===== src/rtl/ov7670_frame_tx.sv =====
// ov7670_frame_tx
//   Generates an OV7670-style camera stream (VSYNC / HREF / 8-bit data) from
//   a ready/valid RGB444 pixel source. Each pixel becomes two bytes:
//   {4'h0,R} then {G,B}. Line period L = 2*IMG_WIDTH + HBLANK clocks.
//   Frame: VSYNC_LINES*L clocks with vsync high, VBP_LINES*L of back porch,
//   IMG_HEIGHT active lines, VFP_LINES*L of front porch.
//
// Ports
//   clk          clock, all outputs registered on its rising edge
//   rst_n        asynchronous active-low reset
//   enable       permission to start a new frame (sampled at IDLE / VFP exit)
//   px_valid     px_data holds a pixel
//   px_ready     pixel accepted this cycle (one cycle before each R byte)
//   px_data      RGB444 pixel {R,G,B}
//   vsync        camera VSYNC, active high
//   href         camera HREF, high during active bytes
//   d            camera data byte
//   underflow    sticky: a pixel was needed while px_valid was low
//   frame_count  completed frames, wraps at 16 bits
module ov7670_frame_tx #(
  parameter int IMG_WIDTH   = 320,
  parameter int IMG_HEIGHT  = 240,
  parameter int HBLANK      = 144,
  parameter int VSYNC_LINES = 3,
  parameter int VBP_LINES   = 17,
  parameter int VFP_LINES   = 10
) (
  input  logic        clk,
  input  logic        rst_n,
  input  logic        enable,
  input  logic        px_valid,
  output logic        px_ready,
  input  logic [11:0] px_data,
  output logic        vsync,
  output logic        href,
  output logic [7:0]  d,
  output logic        underflow,
  output logic [15:0] frame_count
);

  localparam int L         = 2 * IMG_WIDTH + HBLANK;
  localparam int ACT_BYTES = 2 * IMG_WIDTH;
  localparam int LINE_MAX  = (VSYNC_LINES > VBP_LINES) ?
                             ((VSYNC_LINES > VFP_LINES) ? VSYNC_LINES : VFP_LINES) :
                             ((VBP_LINES > VFP_LINES) ? VBP_LINES : VFP_LINES);
  localparam int BYTE_W    = (L > 1) ? $clog2(L) : 1;
  localparam int LINE_W    = (LINE_MAX > 1) ? $clog2(LINE_MAX) : 1;
  localparam int ROW_W     = (IMG_HEIGHT > 1) ? $clog2(IMG_HEIGHT) : 1;

  localparam logic [BYTE_W-1:0] LINE_LAST  = BYTE_W'(L - 1);
  localparam logic [BYTE_W-1:0] ACT_LAST   = BYTE_W'(ACT_BYTES - 1);
  localparam logic [BYTE_W-1:0] HB_LAST    = BYTE_W'(HBLANK - 1);
  localparam logic [LINE_W-1:0] VSYNC_LAST = LINE_W'(VSYNC_LINES - 1);
  localparam logic [LINE_W-1:0] VBP_LAST   = LINE_W'(VBP_LINES - 1);
  localparam logic [LINE_W-1:0] VFP_LAST   = LINE_W'(VFP_LINES - 1);
  localparam logic [ROW_W-1:0]  ROW_LAST   = ROW_W'(IMG_HEIGHT - 1);

  typedef enum logic [2:0] {
    S_IDLE, S_VSYNC, S_VBP, S_ACTIVE, S_HBLANK, S_VFP
  } state_e;

  state_e             state_q, state_d;
  logic [BYTE_W-1:0]  byte_cnt_q, byte_cnt_d;
  logic [LINE_W-1:0]  line_cnt_q, line_cnt_d;
  logic [ROW_W-1:0]   row_q, row_d;
  logic               frame_done;
  logic               line_end;

  logic               vsync_q, vsync_d;
  logic               href_q, href_d;
  logic               px_ready_q, px_ready_d;
  logic [7:0]         d_q, d_d;
  logic [7:0]         gb_q, gb_d;
  logic               underflow_q, underflow_d;
  logic [15:0]        frame_count_q;
  logic               take;

  // State and counter register plus registered outputs.
  // The output registers decode the current state, so the visible stream
  // trails the FSM by one clock; this gives px_ready a full cycle of lead
  // over the byte it requests while keeping every output a flop.
  always_ff @(posedge clk or negedge rst_n) begin
    if (!rst_n) begin
      state_q       <= S_IDLE;
      byte_cnt_q    <= '0;
      line_cnt_q    <= '0;
      row_q         <= '0;
      vsync_q       <= 1'b0;
      href_q        <= 1'b0;
      px_ready_q    <= 1'b0;
      d_q           <= 8'h00;
      gb_q          <= 8'h00;
      underflow_q   <= 1'b0;
      frame_count_q <= 16'h0000;
    end else begin
      state_q     <= state_d;
      byte_cnt_q  <= byte_cnt_d;
      line_cnt_q  <= line_cnt_d;
      row_q       <= row_d;
      vsync_q     <= vsync_d;
      href_q      <= href_d;
      px_ready_q  <= px_ready_d;
      d_q         <= d_d;
      gb_q        <= gb_d;
      underflow_q <= underflow_d;
      if (frame_done) begin
        frame_count_q <= frame_count_q + 16'h0001;
      end
    end
  end

  // Next-state and counter logic
  always_comb begin
    state_d    = state_q;
    byte_cnt_d = byte_cnt_q + 1'b1;
    line_cnt_d = line_cnt_q;
    row_d      = row_q;
    frame_done = 1'b0;
    line_end   = (byte_cnt_q == LINE_LAST);

    case (state_q)
      S_IDLE: begin
        byte_cnt_d = '0;
        if (enable) state_d = S_VSYNC;
      end
      S_VSYNC: begin
        if (line_end) begin
          if (line_cnt_q == VSYNC_LAST) begin
            state_d = S_VBP;
          end else begin
            byte_cnt_d = '0;
            line_cnt_d = line_cnt_q + 1'b1;
          end
        end
      end
      S_VBP: begin
        row_d = '0;
        if (line_end) begin
          if (line_cnt_q == VBP_LAST) begin
            state_d = S_ACTIVE;
          end else begin
            byte_cnt_d = '0;
            line_cnt_d = line_cnt_q + 1'b1;
          end
        end
      end
      S_ACTIVE: begin
        if (byte_cnt_q == ACT_LAST) state_d = S_HBLANK;
      end
      S_HBLANK: begin
        if (byte_cnt_q == HB_LAST) begin
          if (row_q == ROW_LAST) begin
            state_d = S_VFP;
          end else begin
            state_d = S_ACTIVE;
            row_d   = row_q + 1'b1;
          end
        end
      end
      S_VFP: begin
        if (line_end) begin
          if (line_cnt_q == VFP_LAST) begin
            frame_done = 1'b1;
            // enable is only consulted here, so frames are never cut short
            state_d    = enable ? S_VSYNC : S_IDLE;
          end else begin
            byte_cnt_d = '0;
            line_cnt_d = line_cnt_q + 1'b1;
          end
        end
      end
      default: state_d = S_IDLE;
    endcase

    // every state entry restarts the per-state counters
    if (state_d != state_q) begin
      byte_cnt_d = '0;
      line_cnt_d = '0;
    end
  end

  // Output next-values (registered above)
  always_comb begin
    vsync_d     = (state_q == S_VSYNC);
    href_d      = (state_q == S_ACTIVE);
    // request a pixel when the FSM is about to sit on an even byte
    px_ready_d  = (state_d == S_ACTIVE) && !byte_cnt_d[0];
    take        = px_ready_q && px_valid;
    d_d         = 8'h00;
    gb_d        = gb_q;
    underflow_d = underflow_q | (px_ready_q & ~px_valid);

    if (state_q == S_ACTIVE) begin
      if (!byte_cnt_q[0]) begin
        // a missing pixel is sent as two zero bytes; timing never stalls
        d_d  = take ? {4'h0, px_data[11:8]} : 8'h00;
        gb_d = take ? px_data[7:0] : 8'h00;
      end else begin
        d_d  = gb_q;
      end
    end
  end

  assign vsync       = vsync_q;
  assign href        = href_q;
  assign px_ready    = px_ready_q;
  assign d           = d_q;
  assign underflow   = underflow_q;
  assign frame_count = frame_count_q;

endmodule


===== config.mk =====
export PLATFORM = sky130hd
export DESIGN_NAME = ov7670_frame_tx
export DESIGN_NICKNAME = d
export VERILOG_FILES = /design/src/rtl/ov7670_frame_tx.sv
export SDC_FILE = /design/constraint.sdc
export NUM_CORES = 1
export LEC_CHECK = 0
export ABC_AREA = 1
export BUFFER_PORTS_ARGS = -buffer_cell sky130_fd_sc_hd__clkbuf_2
export CORE_ASPECT_RATIO = 0.7
export CORE_MARGIN = 4
export CORE_UTILIZATION = 45
export CTS_CLUSTER_DIAMETER = 150
export DETAILED_ROUTE_END_ITERATION = 16
export PLACE_DENSITY = 0.61
export SLEW_MARGIN = 5
export SYNTH_ARGS = -nofsm -noshare
export SYNTH_HDL_FRONTEND = slang
export SYNTH_SLANG_ARGS = --single-unit

===== constraint.sdc =====
create_clock -name clk -period 2.1 [get_ports clk]
set_input_delay 0.315 -clock clk [delete_from_list [all_inputs] [get_ports clk]]
set_output_delay 0.315 -clock clk [all_outputs]
set_load 0.05 [all_outputs]

# Word level (Yosys, flattened, before mapping)
# Index checks and enable logic that the tools add are counted.
op_classes:
  n_eq_ne: 22
  reduce_logical: 9
  addsub: 4
  muxes: 38
  n_bitwise: 4
op_table:
  columns: ["op", "count"]
  rows:
  - ["10-bit two-way mux", 7]
  - ["8-bit two-way mux", 5]
  - ["10-bit one-hot mux with 4 select lines", 1]
  - ["5-bit two-way mux", 7]
  - ["3-bit two-way mux", 10]
  - ["10-bit equality test (second input constant)", 2]
  - ["3-bit one-hot mux with 6 select lines", 1]
  - ["16-bit by 1-bit adder with 16-bit output (second input constant)", 1]
  - ["8-bit one-hot mux with 2 select lines", 1]
  - ["5-bit one-hot mux with 3 select lines", 1]
  - ["3-bit inequality test (second input constant)", 4]
  - ["10-bit by 1-bit adder with 10-bit output (second input constant)", 1]
  - ["10-bit by 8-bit equality test with 1-bit output (second input constant)", 1]
  - ["3-bit by 2-bit equality test with 1-bit output (second input constant)", 3]
  - ["8-bit by 1-bit adder with 8-bit output (second input constant)", 1]
  - ["8-bit equality test (second input constant)", 1]
  - ["7-bit AND reduction", 1]
  - ["3-bit equality test (second input constant)", 2]
  - ["3-bit by 2-bit inequality test with 1-bit output (second input constant)", 2]
  - ["5-bit by 1-bit adder with 5-bit output (second input constant)", 1]
  - ["5-bit by 2-bit equality test with 1-bit output (second input constant)", 1]
  - ["5-bit by 4-bit equality test with 1-bit output (second input constant)", 1]
  - ["5-bit equality test (second input constant)", 1]
  - ["1-bit two-way mux", 4]
  - ["14 further kinds", 17]
word_totals:
  reg_bits: 62
  word_cells: 88
  out_inout_bits: 28
  input_bits: 16

# Depth between registers and ports, before layout
logic_depth:
  word_depth: 8
  ltp_mapped: 13
  ltp_nobuf: 13

# Worst setup path before layout
# Ideal clock, no wire load.
synth_timing:
  kind: "register to register"
  from: "register byte_cnt_q[0]"
  to: "register byte_cnt_q[3]"
  required_ns: 1.979
  t_arrival_ns: 1.728
  stages_incl_launch_ff: 11
  setup_ns: 0.121
  n_path_buf: 0
  period_less_slack_ns: 1.849
  path_slack_ns: 0.251
  cell_sequence: "dfrtp_1 > ha_1 > nand3_4 > nor2_8 > nand2_2 > nor2_8 > o21ai_1 > a21oi_2 > nor2_4 > nand2_4 > nor2_1"
synth_between:
  elab_chain_len: 5
  word_cells_on_any_way: 19
  classes_between: "1 x add/sub; 4 x eq/ne; 14 x mux"
synth_lines:
  columns: ["item", "line_no", "text"]
  rows:
  - ["start, declared", "63", "logic [BYTE_W-1:0] byte_cnt_q, byte_cnt_d;"]
  - ["start signal, assigned", "97", "byte_cnt_q <= byte_cnt_d;"]
  - ["10-bit by 1-bit adder with 10-bit output, or another cell as far along", "115", "byte_cnt_d = byte_cnt_q + 1'b1;"]
  - ["10-bit two-way mux, or another cell as far along", "162", "if (line_cnt_q == VFP_LAST) begin"]
  - ["10-bit two-way mux, or another cell as far along", "161", "if (line_end) begin"]
  - ["10-bit one-hot mux with 4 select lines / 3-bit inequality test (equally long branches)", "121, 176", null]
  - ["10-bit two-way mux (*)", "176", "if (state_d != state_q) begin"]
  - ["net byte_cnt_d[3]", "63", null]
# The timed path passes the listed nets; every way through them passes the cells marked *.
# A chain may end at the register's enable or synchronous reset.

# Worst setup path in the final report
layout_timing:
  from: "register line_cnt_q[1]"
  to: "register byte_cnt_q[3]"
layout_between:
  elab_chain_len: 6
  word_cells_on_any_way: 19
  classes_between: "4 x eq/ne; 15 x mux"
layout_lines:
  columns: ["item", "line_no", "text"]
  rows:
  - ["start, declared", "64", "logic [LINE_W-1:0] line_cnt_q, line_cnt_d;"]
  - ["start signal, assigned", "98", "line_cnt_q <= line_cnt_d;"]
  - ["5-bit by 4-bit equality test with 1-bit output, or another cell as far along", "162", null]
  - ["3-bit two-way mux, on equally long branches", "162, 128, 139", null]
  - ["3-bit two-way mux, on equally long branches", "161, 127, 138", null]
  - ["3-bit one-hot mux with 6 select lines", "121", "case (state_q)"]
  - ["3-bit inequality test", "176", null]
  - ["10-bit two-way mux (*)", "176", null]
  - ["net byte_cnt_d[3]", "63", null]
# Marked as above.

==> impl_summary.log <==
INFO  metric status = completed
INFO  metric fin_total_pwr = 0.002375 W
INFO  metric drv_cap = 0
INFO  metric final_weighted_congestion_in_routability_driven_placement = 0.8733
INFO  metric min_period = 1.982 ns
INFO  metric synth_cell_types = 36
INFO  metric syn-mean-instance-area = 8.639 sq um
INFO  metric worst_setup_path_start_kind = register
INFO  metric slew-limit-headroom = 76.77%
INFO  metric rows = 26
INFO  metric cts_tree = done
INFO  metric critPathCaptureType = register
INFO  metric yosys.cell_count.top_type = sky130_fd_sc_hd__dfrtp_1
INFO  metric synth-edff-count = 0
INFO  metric floorplan.initialDensity = 46.12%
INFO  metric number_of_buffers_created_by_cts = 9
INFO  metric synth_fp_nets = 412
INFO  metric cp_data_arrival_time = 2.26 ns
INFO  metric timing_worst_setup_path_type = reg -> reg
INFO  metric synth.ff_latch_count = 62
INFO  metric grt.total_usage = 17.05%
INFO  metric critPathMostFrequentCell = sky130_fd_sc_hd__nand2_1
INFO  metric wl = 7124 um
INFO  metric yosys_warnings = 0
INFO  metric crit_family = simple AND/OR/NAND/NOR gates
INFO  metric regToRegStartpoint = line_cnt_q[1]
INFO  metric timing.setup.tns = 0 ns
INFO  metric fillCellCount = 693
INFO  metric hold_viol = 0
INFO  metric grt_start_max_net_pins = 63
INFO  metric timing.rr.end = byte_cnt_q[3]
INFO  metric finalClockSkew = 0.007483 ns
INFO  metric cts.root.buffer_cell = sky130_fd_sc_hd__clkbuf_8
INFO  metric global_route_wire_length_before_repair = 12200 um
INFO  metric area.sequential = 0.001553 sq mm
INFO  metric least_margin_pin_slew = 0.3480 ns
INFO  metric worst_endpoint_required_time = 2.38 ns
INFO  metric cp_slowest_stage_delay = 0.39 ns
INFO  metric synth_common_cells = sky130_fd_sc_hd__dfrtp_1 (62), sky130_fd_sc_hd__nand2_1 (57), sky130_fd_sc_hd__inv_1 (50)
INFO  metric yosys_most_used_dff = sky130_fd_sc_hd__dfrtp_1
INFO  metric finalSetupViolations = 0
INFO  metric holdPathEnd = underflow
INFO  metric ys_top_cells_by_area = sky130_fd_sc_hd__dfrtp_1 (46%), sky130_fd_sc_hd__nand2_1 (6.4%), sky130_fd_sc_hd__nand3_1 (6.1%)
INFO  metric die_y = 80.31 um
INFO  metric first_global_vias = 2598
INFO  metric flow.area_growth_from_synthesis = 19.55%
INFO  metric worst-path-max-fanout = 5
INFO  metric floorplan.die_area = 0.008937 sq mm
INFO  metric nets = 472
INFO  metric synthDominantCellAreaShare = 46.17%
INFO  metric h-tree-depth = 3
INFO  metric placement.io_buffers = 43
INFO  metric final_cell_area = 0.004018 sq mm
INFO  metric hold_path_depth = 2
INFO  metric critical_path_cell_list = inv_1 > ha_1 > nand2_1 > nor3_4 > nand3_1 > nand2_2 > nand2_1 > nor2_2 > a21oi_2 > nor2_4 > nand2_4 > nor2_1
INFO  metric clock_path_buffers = 2
INFO  metric ff2ff_path_depth = 12
INFO  metric report.final.slew_viol_count = 0
INFO  metric antennaDiodeCount = 0
INFO  metric detailedPlacementHpwl = 5192 um
INFO  metric cts_sinks = 62
INFO  metric ant_nets = 0
INFO  metric pin_count = 44
INFO  metric cts.clk_slew.worst_paths = 0.07 ns
INFO  metric route.detailed.wl_per_inst = 12.91 um
INFO  metric synth.yosys.seq_area_share = 46.17%
INFO  metric achievable-frequency = 504.6 MHz
INFO  metric dpl-instance-area = 0.003740 sq mm
INFO  metric coreArea = 0.007287 sq mm
INFO  metric p_leak = 1.960 nW
INFO  metric cp_slowest_cell = sky130_fd_sc_hd__dfrtp_1
INFO  metric dr.first_iter.drc_count = 237
INFO  metric fraction_of_the_core_area_covered_by_cells_at_the_end_of_the_flow = 55.13%
INFO  metric synth_cells = 389
INFO  metric worstHoldPathType = in -> reg
INFO  metric route.vias.total = 2689
INFO  metric final_min_period_over_clock_period = 94.36%
INFO  metric grt_antenna_before_repair = 0
INFO  metric drive_gt1_share = 26.65%
INFO  metric worst_hold_startpoint = px_valid
INFO  metric grt_overflow_total = 0
INFO  metric critPathBufInv = 1
INFO  metric max_ir_drop_vdd = 0.3147 mV
INFO  metric dr.pass1.iters = 4
INFO  metric insertion_delay = 0.34 ns
INFO  metric fp.dieW = 111.3 um
INFO  metric multi_input_area = 0.001628 sq mm
INFO  metric synthArstFlopShare = 100.0%
INFO  metric viasPerCell = 4.871
INFO  metric rsz_0062_raised_after_global_routing = true
INFO  metric synth_top_area_cell = sky130_fd_sc_hd__dfrtp_1
INFO  metric power_density = 591.2 mW/mm^2
INFO  metric synthesis.area = 0.003361 sq mm
INFO  metric worst-r2r-setup-slack = 0.12 ns
INFO  metric drc = 0
[registers in the layout, summed over array words and instances (netlist names)]
name	cells
byte_cnt_q	10
d	8
frame_count	16
gb_q	8
href	1
line_cnt_q	5
px_ready	1
row_q	8
state_q	3
underflow	1
vsync	1
[cells by family after synthesis]
family | after synthesis | share of synthesized area (%)
and+or+nand+nor | 197 | 30.86
xor gates and xnor gates | 28 | 7.297
buffers and inverters | 58 | 6.738
muxes | 1 | 0.3350
DFF | 62 | 46.17
AOI/OAI and AO/OA | 36 | 5.994
adders and majority gates | 7 | 2.606
[worst max path at each step]
stage | startpoint | end | slack (ns) | cells after the start
after global placement | line_cnt_q[1] | frame_count[13] | 0.12 | 12
after CTS | line_cnt_q[1] | byte_cnt_q[3] | 0.05 | 11
final | line_cnt_q[1] | byte_cnt_q[3] | 0.12 | 12
after floorplan | byte_cnt_q[0] | byte_cnt_q[3] | 0.25 | 10
after detailed placement | line_cnt_q[1] | byte_cnt_q[3] | 0.06 | 11
after global routing | line_cnt_q[1] | byte_cnt_q[7] | -0.04 | 12
[cell usage in the layout (no fill, tap or decap), types with 2 or more instances in the layout]
cell type | synthesis | final
sky130_fd_sc_hd__bufinv_16 | 0 | 2
sky130_fd_sc_hd__xnor2_1 | 10 | 10
sky130_fd_sc_hd__nand2_2 | 6 | 8
sky130_fd_sc_hd__clkinv_2 | 0 | 2
sky130_fd_sc_hd__clkbuf_2 | 0 | 43
sky130_fd_sc_hd__inv_2 | 4 | 5
sky130_fd_sc_hd__nand3_2 | 4 | 4
sky130_fd_sc_hd__nor2_2 | 16 | 17
sky130_fd_sc_hd__nor3_1 | 6 | 6
sky130_fd_sc_hd__inv_1 | 50 | 49
sky130_fd_sc_hd__a21oi_2 | 2 | 2
sky130_fd_sc_hd__nor2_1 | 43 | 41
sky130_fd_sc_hd__xor2_1 | 18 | 18
sky130_fd_sc_hd__nand2_4 | 2 | 3
sky130_fd_sc_hd__clkbuf_8 | 0 | 9
sky130_fd_sc_hd__nand2_1 | 57 | 55
sky130_fd_sc_hd__nand4_1 | 8 | 8
sky130_fd_sc_hd__ha_1 | 7 | 6
sky130_fd_sc_hd__nor2_4 | 6 | 7
sky130_fd_sc_hd__buf_4 | 0 | 7
sky130_fd_sc_hd__o21ai_0 | 19 | 19
sky130_fd_sc_hd__nand3_1 | 41 | 41
sky130_fd_sc_hd__dfrtp_1 | 62 | 61
sky130_fd_sc_hd__a21oi_1 | 9 | 9
sky130_fd_sc_hd__nor2_8 | 2 | 2
[worst reg2reg max path, cell delays in order (launching register included)]
cell and delay, ns:
sky130_fd_sc_hd__dfrtp_1 0.39, sky130_fd_sc_hd__inv_1 0.08, sky130_fd_sc_hd__ha_1 0.16, sky130_fd_sc_hd__nand2_1 0.09
sky130_fd_sc_hd__nor3_4 0.26, sky130_fd_sc_hd__nand3_1 0.13, sky130_fd_sc_hd__nand2_2 0.09, sky130_fd_sc_hd__nand2_1 0.06
sky130_fd_sc_hd__nor2_2 0.11, sky130_fd_sc_hd__a21oi_2 0.08, sky130_fd_sc_hd__nor2_4 0.21, sky130_fd_sc_hd__nand2_4 0.13
sky130_fd_sc_hd__nor2_1 0.12
[cell type report]
class | count | share of cell area, %
multi-input cells | 270 | 40.52
flip-flops and latches | 62 | 38.65
repair buffers | 52 | 7.412
inverters | 54 | 5.045
clock buffers | 10 | 3.177
well taps | 98 | 3.052
clock inverters | 6 | 2.149
[what timing repair did]
action,in CTS,in global routing
gates resized for setup,0,11
hold endpoints to repair,62,0
buffers inserted,0,1
hold buffers,1,0
endpoints found under the setup margin,0,18
[layer usage]
metal	vias to the layer above	GRT usage [%]	share of wire [%]
met2	59	24.31	41
met4	0	6.683	1.9
met5	-	0	0
met1	1245	24.37	52
met3	13	4.895	5.4
li1	1372	-	-
[power by group]
| group | internal, W | leakage [nW] | switching (W) | total (W) |
|---|---|---|---|---|
| Clock | 0.000666 | 0.106 | 0.000467 | 0.00113 |
| Sequential | 0.00119 | 0.796 | 0.000000450 | 0.00120 |
| Combinational | 0.0000162 | 1.06 | 0.0000313 | 0.0000475 |
| Total | 0.00188 | 1.96 | 0.000499 | 0.00238 |
[stage by stage]
stage	hold WS [ns]	setup WS (ns)	cells
global route	0.1525	-0.04460	552
finish	0.1647	0.1184	552
CTS	0.1539	0.04700	550
floorplan	0.01941	0.2506	389
detailed placement	0.3569	0.05557	533
global placement	0.3565	0.1187	533
Note: power is estimated with default switching activity, not from simulation.
